## src/rtl/draw_sequencer.sv

```systemverilog
// rtl/draw_sequencer.sv - screen/sprite sweep sequencer feeding ROM address and VGA pixel stages
// Optional DRAW_SEQ_CLEAR_EN adds a clear-draw input and a black-pixel flag.
module draw_sequencer #(
  parameter int SCREEN_W = 160,
  parameter int SCREEN_H = 120,
  parameter int SPRITE_W = 40
) (
  input  logic        clk,
  input  logic        resetn,
  input  logic        start,
  input  logic        fullScreen,
  input  logic [7:0]  xOrigin,
  input  logic [6:0]  yOrigin,
  input  logic [4:0]  memorySelIn,
`ifdef DRAW_SEQ_CLEAR_EN
  input  logic        clear,
  output logic        black,
`endif
  output logic [14:0] screenAddr,
  output logic [10:0] spriteAddr,
  output logic [4:0]  memorySel,
  output logic [7:0]  x,
  output logic [6:0]  y,
  output logic        plot,
  output logic        busy,
  output logic        done
);

  typedef enum logic [1:0] {
    S_IDLE  = 2'd0,
    S_DRAW  = 2'd1,
    S_FLUSH = 2'd2,
    S_DONE  = 2'd3
  } state_t;

  state_t      r_state;
  state_t      w_next;

  logic        r_full;
  logic [7:0]  r_xo;
  logic [6:0]  r_yo;
  logic [4:0]  r_sel;
  logic [7:0]  r_col;
  logic [6:0]  r_row;
  logic [14:0] r_addr;

  logic [7:0]  r_x;
  logic [6:0]  r_y;
  logic        r_plot;

  logic [7:0]  w_last_col;
  logic [6:0]  w_last_row;
  logic        w_col_wrap;
  logic        w_last_pix;
  logic [8:0]  w_xsum;
  logic [7:0]  w_ysum;
  logic        w_clip;
  logic        w_drawing;
  logic        w_clear;
  logic        w_accept;

`ifdef DRAW_SEQ_CLEAR_EN
  logic        r_clear;
  logic        r_black;
  assign w_clear = r_clear;
  assign black   = r_black;
`else
  assign w_clear = 1'b0;
`endif

  assign w_accept   = (r_state == S_IDLE) && start;
  assign w_last_col = r_full ? 8'(SCREEN_W - 1) : 8'(SPRITE_W - 1);
  assign w_last_row = r_full ? 7'(SCREEN_H - 1) : 7'(SPRITE_W - 1);
  assign w_col_wrap = (r_col == w_last_col);
  assign w_last_pix = w_col_wrap && (r_row == w_last_row);

  // Origins are latched as zero for full-screen draws, so one adder serves both modes.
  assign w_xsum = {1'b0, r_xo} + {1'b0, r_col};
  assign w_ysum = {1'b0, r_yo} + {1'b0, r_row};
  assign w_clip = !r_full && ((w_xsum >= 9'(SCREEN_W)) || (w_ysum >= 8'(SCREEN_H)));

  // State register
  always_ff @(posedge clk or negedge resetn) begin
    if (!resetn) begin
      r_state <= S_IDLE;
    end else begin
      r_state <= w_next;
    end
  end

  // Next-state logic
  always_comb begin
    w_next = r_state;
    case (r_state)
      S_IDLE:  if (start) w_next = S_DRAW;
      S_DRAW:  if (w_last_pix) w_next = S_FLUSH;
      S_FLUSH: w_next = S_DONE;
      S_DONE:  w_next = S_IDLE;
      default: w_next = S_IDLE;
    endcase
  end

  // Output logic
  always_comb begin
    w_drawing  = 1'b0;
    busy       = 1'b0;
    done       = 1'b0;
    screenAddr = 15'd0;
    spriteAddr = 11'd0;
    case (r_state)
      S_DRAW: begin
        w_drawing = 1'b1;
        busy      = 1'b1;
        if (!w_clear) begin
          if (r_full) screenAddr = r_addr;
          else        spriteAddr = r_addr[10:0];
        end
      end
      S_FLUSH: busy = 1'b1;
      S_DONE:  done = 1'b1;
      default: ;
    endcase
  end

  // Sweep counters; the linear address tracks row*W+col by plain increment.
  always_ff @(posedge clk or negedge resetn) begin
    if (!resetn) begin
      r_full <= 1'b0;
      r_xo   <= 8'd0;
      r_yo   <= 7'd0;
      r_sel  <= 5'd0;
      r_col  <= 8'd0;
      r_row  <= 7'd0;
      r_addr <= 15'd0;
    end else if (w_accept) begin
      r_full <= fullScreen;
      r_xo   <= fullScreen ? 8'd0 : xOrigin;
      r_yo   <= fullScreen ? 7'd0 : yOrigin;
      r_sel  <= memorySelIn;
      r_col  <= 8'd0;
      r_row  <= 7'd0;
      r_addr <= 15'd0;
    end else if (w_drawing) begin
      r_addr <= r_addr + 15'd1;
      if (w_col_wrap) begin
        r_col <= 8'd0;
        r_row <= r_row + 7'd1;
      end else begin
        r_col <= r_col + 8'd1;
      end
    end
  end

`ifdef DRAW_SEQ_CLEAR_EN
  always_ff @(posedge clk or negedge resetn) begin
    if (!resetn) begin
      r_clear <= 1'b0;
    end else if (w_accept) begin
      r_clear <= clear;
    end
  end
`endif

  // Pixel stage: one register behind the address, matching the ROM read latency.
  always_ff @(posedge clk or negedge resetn) begin
    if (!resetn) begin
      r_x    <= 8'd0;
      r_y    <= 7'd0;
      r_plot <= 1'b0;
    end else if (w_drawing) begin
      r_x    <= w_xsum[7:0];
      r_y    <= w_ysum[6:0];
      r_plot <= !w_clip;
    end else begin
      r_x    <= 8'd0;
      r_y    <= 7'd0;
      r_plot <= 1'b0;
    end
  end

`ifdef DRAW_SEQ_CLEAR_EN
  always_ff @(posedge clk or negedge resetn) begin
    if (!resetn) begin
      r_black <= 1'b0;
    end else begin
      r_black <= w_drawing && r_clear;
    end
  end
`endif

  assign memorySel = r_sel;
  assign x         = r_x;
  assign y         = r_y;
  assign plot      = r_plot;

endmodule
```

## config.mk

```make
export PLATFORM = sky130hd
export DESIGN_NAME = draw_sequencer
export DESIGN_NICKNAME = d
export VERILOG_FILES = /design/src/rtl/draw_sequencer.sv
export SDC_FILE = /design/constraint.sdc
export NUM_CORES = 1
export LEC_CHECK = 0
export ABC_CLOCK_PERIOD_IN_PS = 3100
export CORE_UTILIZATION = 52
export CTS_CLUSTER_SIZE = 8
export DETAILED_ROUTE_END_ITERATION = 12
export PLACE_DENSITY = 0.8
export SYNTH_ARGS = -nofsm -noshare
export SYNTH_HDL_FRONTEND = slang
export SYNTH_SLANG_ARGS = --single-unit
```

## constraint.sdc

```tcl
create_clock -name clk -period 3.1 [get_ports clk]
set_input_delay 0.93 -clock clk [delete_from_list [all_inputs] [get_ports clk]]
set_output_delay 0.93 -clock clk [all_outputs]
set_load 0.005 [all_outputs]
```

======== Word level (Yosys, flattened, before mapping) ========
Index checks and enable logic that the tools add are counted.
Widths: inputs -> output; s select.
word-level totals
  register bits ........................... 69
  bits of input ports ..................... 24
  output and inout bits ................... 49
  logic and storage cells ................. 62
cells by class
  add/sub/neg operators ................... 5
  magnitude comparators ................... 2
  equality and inequality tests ........... 7
  multiplexer cells ....................... 25
  reductions and logical operators ........ 12
operators by type and width
  operator               count
  $mux 15                4
  $mux 8                 6
  $mux 7                 6
  $mux 11                2
  $add 15x1->15 const B  1
  $add 8x8->9            1
  $ge 9x8->1 const B     1
  $add 7x7->8            1
  $add 8x1->8 const B    1
  $eq 8x8->1             1
  $ge 8x7->1 const B     1
  $pmux 2 s4             1
  $add 7x1->7 const B    1
  $eq 7x7->1             1
  $eq 2x2->1 const B     2
  $mux 1                 4
  $mux 2                 2
  $ne 2x2->1 const B     2
  $reduce_and 2->1       2
  $reduce_bool 2->1      2
  $logic_and 1x1->1      3
  $eq 2x1->1 const B     1
  $logic_not 1->1        2
  $logic_not 2->1        1
  2 further kinds        2

======== Depth between registers and ports, before layout ========
  depth in word-level cells ............... 6
  mapped depth ............................ 8
  mapped depth without buffers ............ 8

======== Worst setup path before layout ========
OpenSTA, ideal clock, no wires.
  path type ............................... register -> output
  start ................................... register r_state[1]
  end ..................................... output screenAddr[0]
  data arrival time ....................... 1.467 ns
  data required time ...................... 2.170 ns
  setup slack ............................. 0.703 ns
  cell stages (with the launch flop) ...... 7
  path buffers ............................ 3
  cells stage by stage .................... dfrtp_1 > inv_1 > ha_1 > buf_2 > clkbuf_1 > clkbuf_1 > and3_1
between the ends
  cells in the longest elaborated chain, start to end .. 2
ends and longest elaborated chain
  element                 RTL line  source
  from (decl)             36        state_t r_state;
  from (signal assigned)  87        r_state <= w_next;
  $eq 2x1->1              110       case (r_state)
  $mux 15                 110
  to (decl)               19        output logic [14:0] screenAddr,
Every way passes these cells.

======== Worst setup path in the final report ========
  start ................................... register r_state[1]
  end ..................................... output screenAddr[13]
Same word-level chain as after synthesis.

==> flow_summary.html <==
<table>
<tr><th>Metric</th><th>Value</th></tr>
<tr><th colspan="2">Timing</th></tr>
<tr><td>Worst Skew</td><td>0.00724 ns</td></tr>
<tr><td>Final number of setup-violating endpoints</td><td>0</td></tr>
<tr><td>Number of hold violations in the final report</td><td>0</td></tr>
<tr><td>Worst slew margin relative to its limit</td><td>53.2%</td></tr>
<tr><td>Summed negative setup slack over all endpoints</td><td>0 ns</td></tr>
<tr><td>Maximum clock frequency</td><td>334 MHz</td></tr>
<tr><td>RSZ-0062 raised after global routing</td><td>false</td></tr>
<tr><td>Time the worst path needs with I/O delays and setup</td><td>2.99 ns</td></tr>
<tr><td>Number of slew-limit violations in the final report</td><td>0</td></tr>
<tr><td>Period utilization</td><td>96.5%</td></tr>
<tr><td>Worst-Margin Slew</td><td>0.701 ns</td></tr>
<tr><td>Final worst setup slack</td><td>0.109 ns</td></tr>
<tr><td>Worst-case hold slack</td><td>0.479 ns</td></tr>
<tr><th colspan="2">Worst setup path</th></tr>
<tr><td>Setup slack of the worst register-to-register path</td><td>0.54 ns</td></tr>
<tr><td>Peak fanout along the critical path</td><td>34</td></tr>
<tr><td>CP required</td><td>2.17 ns</td></tr>
<tr><td>Worst setup path class</td><td>reg -&gt; out</td></tr>
<tr><td>Crit path arrival time</td><td>2.06 ns</td></tr>
<tr><td>Cell with the largest stage delay on the worst path</td><td>sky130_fd_sc_hd__clkdlybuf4s50_1</td></tr>
<tr><td>Sort of element at the start of the critical path</td><td>register</td></tr>
<tr><td>Cells along the critical path</td><td>inv_1 &gt; ha_1 &gt; buf_6 &gt; and3_1 &gt; clkdlybuf4s50_1</td></tr>
<tr><td>Critical Path Max Stage Delay</td><td>0.52 ns</td></tr>
<tr><td>Endpoint class of the critical path</td><td>primary output</td></tr>
<tr><td>Family of cells with the greatest summed delay on the critical path</td><td>buffers and inverters</td></tr>
<tr><td>Buffering stage count on the worst path with inverters included</td><td>3</td></tr>
<tr><th colspan="2">Detailed routing</th></tr>
<tr><td>Post-route DRC violation count</td><td>0</td></tr>
<tr><td>DRT antenna net count</td><td>0</td></tr>
<tr><td>Wirelength, routed</td><td>8.89 mm</td></tr>
<tr><td>Total via count in the routed design</td><td>3309</td></tr>
<tr><td>Length of the first detailed-routing pass in iterations</td><td>4</td></tr>
<tr><td>Drt via density</td><td>5.60</td></tr>
<tr><td>Per-cell routed wire length</td><td>15.0 um</td></tr>
<tr><td>Detailed router's first-iteration violation count</td><td>159</td></tr>
<tr><th colspan="2">Pwr</th></tr>
<tr><td>Power per Cell Area</td><td>338 mW/mm2</td></tr>
<tr><td>LEAKAGE</td><td>2.27 nW</td></tr>
<tr><td>Overall power after layout</td><td>1.64 mW</td></tr>
<tr><td>Worst IR Drop VDD</td><td>0.000242 V</td></tr>
<tr><th colspan="2">Floorplan</th></tr>
<tr><td>I/O pins</td><td>73</td></tr>
<tr><td>Chip height</td><td>87.6 um</td></tr>
<tr><td>Die area</td><td>0.00767 mm2</td></tr>
<tr><td>Number of placement rows</td><td>30</td></tr>
<tr><td>Effective utilization at floorplan</td><td>54.8%</td></tr>
<tr><td>Chip width</td><td>87.6 um</td></tr>
<tr><td>Area of the core</td><td>0.00694 mm2</td></tr>
<tr><th colspan="2">Final layout</th></tr>
<tr><td>Number of diodes</td><td>0</td></tr>
<tr><td>Most common library cell in the layout ignoring fill and taps</td><td>sky130_fd_sc_hd__clkdlybuf4s50_1</td></tr>
<tr><td>Post-layout nets</td><td>539</td></tr>
<tr><td>Top library cells by usage in the layout, fill and taps aside</td><td>sky130_fd_sc_hd__clkdlybuf4s50_1, sky130_fd_sc_hd__dfrtp_1, sky130_fd_sc_hd__nand2_1</td></tr>
<tr><td>Share of cells above drive strength 1</td><td>5.86%</td></tr>
<tr><td>Fill count</td><td>540</td></tr>
<tr><td>Area added between synthesis and finish</td><td>27.6%</td></tr>
<tr><td>Post-route cell area</td><td>0.00486 mm2</td></tr>
<tr><th colspan="2">CTS</th></tr>
<tr><td>Maximum clock insertion buffer count</td><td>2</td></tr>
<tr><td>TritonCTS clock tree</td><td>built</td></tr>
<tr><td>Clock root buffer</td><td>sky130_fd_sc_hd__clkbuf_8</td></tr>
<tr><td>Worst-skew pair later-pin latency</td><td>0.34 ns</td></tr>
<tr><td>Reg clk slew, reported paths</td><td>0.08 ns</td></tr>
<tr><td>Number of buffers inserted during clock tree synthesis</td><td>9</td></tr>
<tr><td>Buffer count from post-CTS setup fixing</td><td>0</td></tr>
<tr><td>Number of buffers inserted for hold repair after clock tree synthesis</td><td>0</td></tr>
<tr><td>Total of cells resized after clock tree synthesis</td><td>0</td></tr>
<tr><td>H-tree levels</td><td>3</td></tr>
<tr><td>TritonCTS Sinks</td><td>69</td></tr>
<tr><th colspan="2">Global route</th></tr>
<tr><td>Vias in the first global route</td><td>3194</td></tr>
<tr><td>Congestion Overflow GR</td><td>0</td></tr>
<tr><td>Global-route usage over all layers</td><td>25.3%</td></tr>
<tr><td>Initial antenna violation count</td><td>0</td></tr>
<tr><td>Pin count of the biggest net entering global routing</td><td>38</td></tr>
<tr><td>Wire length of the first global-routing pass</td><td>14.8 mm</td></tr>
<tr><th colspan="2">Synthesis</th></tr>
<tr><td>Nets in the synthesized netlist</td><td>462</td></tr>
<tr><td>Post-synthesis instance area</td><td>0.00381 mm2</td></tr>
<tr><td>Sequential-to-total area share from yosys stat</td><td>45.3%</td></tr>
<tr><td>FFs w/ async S/R, synth</td><td>100%</td></tr>
<tr><td>Post-synth EDFFs</td><td>0</td></tr>
<tr><td>Count of yosys warnings during synthesis</td><td>0</td></tr>
<tr><td>Synthesized flop and latch total</td><td>69</td></tr>
<tr><td>Synth Flop Type</td><td>sky130_fd_sc_hd__dfrtp_1</td></tr>
<tr><td>Mean instance size in the synthesized netlist</td><td>9.22 um2</td></tr>
<tr><td>Count of mapped cells out of synthesis</td><td>413</td></tr>
<tr><td>Synth cell types</td><td>41</td></tr>
<tr><th colspan="2">Worst hold path</th></tr>
<tr><td>Hold Crit Class</td><td>in -&gt; async</td></tr>
<tr><th colspan="2">Run status</th></tr>
<tr><td>Run status</td><td>finished, final reports clean</td></tr>
<tr><th colspan="2">Flow run</th></tr>
<tr><td>Max-cap violation count</td><td>0</td></tr>
<tr><th colspan="2">Place</th></tr>
<tr><td>DP Area</td><td>0.00467 mm2</td></tr>
<tr><td>Number of buffers inserted by port buffering</td><td>72</td></tr>
<tr><td>Weighted congestion reported at the end of routability-driven placement</td><td>0.887</td></tr>
<tr><td>Post-Place Setup Slack</td><td>0.405 ns</td></tr>
<tr><td>Final HPWL DP</td><td>6.36 mm</td></tr>
</table>
==> worst paths after layout <==
| check | startpoint | endpoint | cells after the start |
|---|---|---|---|
| hold / removal | resetn | y[0] | 1 |
| hold reg to reg | r_yo[0] | r_yo[0] | 2 |
| max in group asynchronous | resetn | memorySel[3] | 2 |
| setup reg to reg | r_col[0] | plot | 7 |
| min in group clk | r_yo[0] | r_yo[0] | 2 |
| setup / recovery | r_state[1] | screenAddr[13] | 5 |
==> cell families after synthesis <==
family                     after synthesis  synth area share [%]
and+or+nand+nor                        205                  27.2
AOI/OAI and AO/OA                       59                  9.56
adders and majority gates               25                  8.61
muxes                                    5                  1.35
DFF                                     69                  45.4
xor gates and xnor gates                22                  5.06
buffers and inverters                   28                  2.83
==> synthesized netlist by cell type (all sizes together) (4+ instances only) <==
cell type | count | area, um2
o211ai | 4 | 30.0
clkbuf | 13 | 48.8
nand4 | 5 | 31.3
inv | 12 | 45.0
and3 | 19 | 119
xor2 | 12 | 105
ha | 23 | 288
dfrtp | 69 | 1730
nand3 | 18 | 90.1
mux2i | 4 | 40.0
a31oi | 4 | 25.0
or3 | 11 | 68.8
a21oi | 19 | 95.1
o21ai | 15 | 75.1
nand3b | 16 | 120
nor3 | 6 | 30.0
nor2 | 36 | 135
a21o | 4 | 30.0
and2 | 18 | 113
xnor2 | 10 | 87.6
nand2 | 65 | 244
==> state kept, by name, indices dropped and copies added (netlist names) <==
register / cells
plot: 1
y: 7
r_xo: 8
x: 8
r_yo: 7
r_row: 7
r_col: 8
r_state: 2
r_full: 1
r_addr: 15
memorySel: 5
==> power breakdown <==
| group | internal, mW | switching, mW | total (mW) | leakage [nW] |
|---|---|---|---|---|
| clock | 0.332 | 0.354 | 0.686 | 0.0836 |
| combinational | 0.0309 | 0.0243 | 0.0551 | 1.32 |
| sequential | 0.899 | 0 | 0.899 | 0.869 |
==> layout make-up <==
cell class	count	area [um2]	share of cell area, %
Multi-Input combinational cell	316	1970	40.6
Timing Repair Buffer	82	807	16.6
Clock inverter	5	35.0	0.721
Tap cell	96	120	2.47
Sequential cell	69	1730	35.5
Inverter	12	45.0	0.927
Clock buffer	11	151	3.12
==> stage by stage <==
step	cells	util, %
2_1_floorplan	413	-
3_3_place_gp	575	67.2
3_5_place_dp	575	67.2
4_1_cts	591	69.9
5_1_grt	591	70.0
6_report	591	70.0
==> routing by layer <==
| metal | track usage [%] | up-vias | part of all wire, % |
|---|---|---|---|
| li1 | - | 1585 | - |
| met1 | 32.9 | 1575 | 45 |
| met2 | 41.3 | 128 | 47 |
| met3 | 5.09 | 21 | 5.5 |
| met4 | 11.3 | 0 | 2.5 |
| met5 | 0 | - | 0 |
Power figures use the tool's default switching activity.
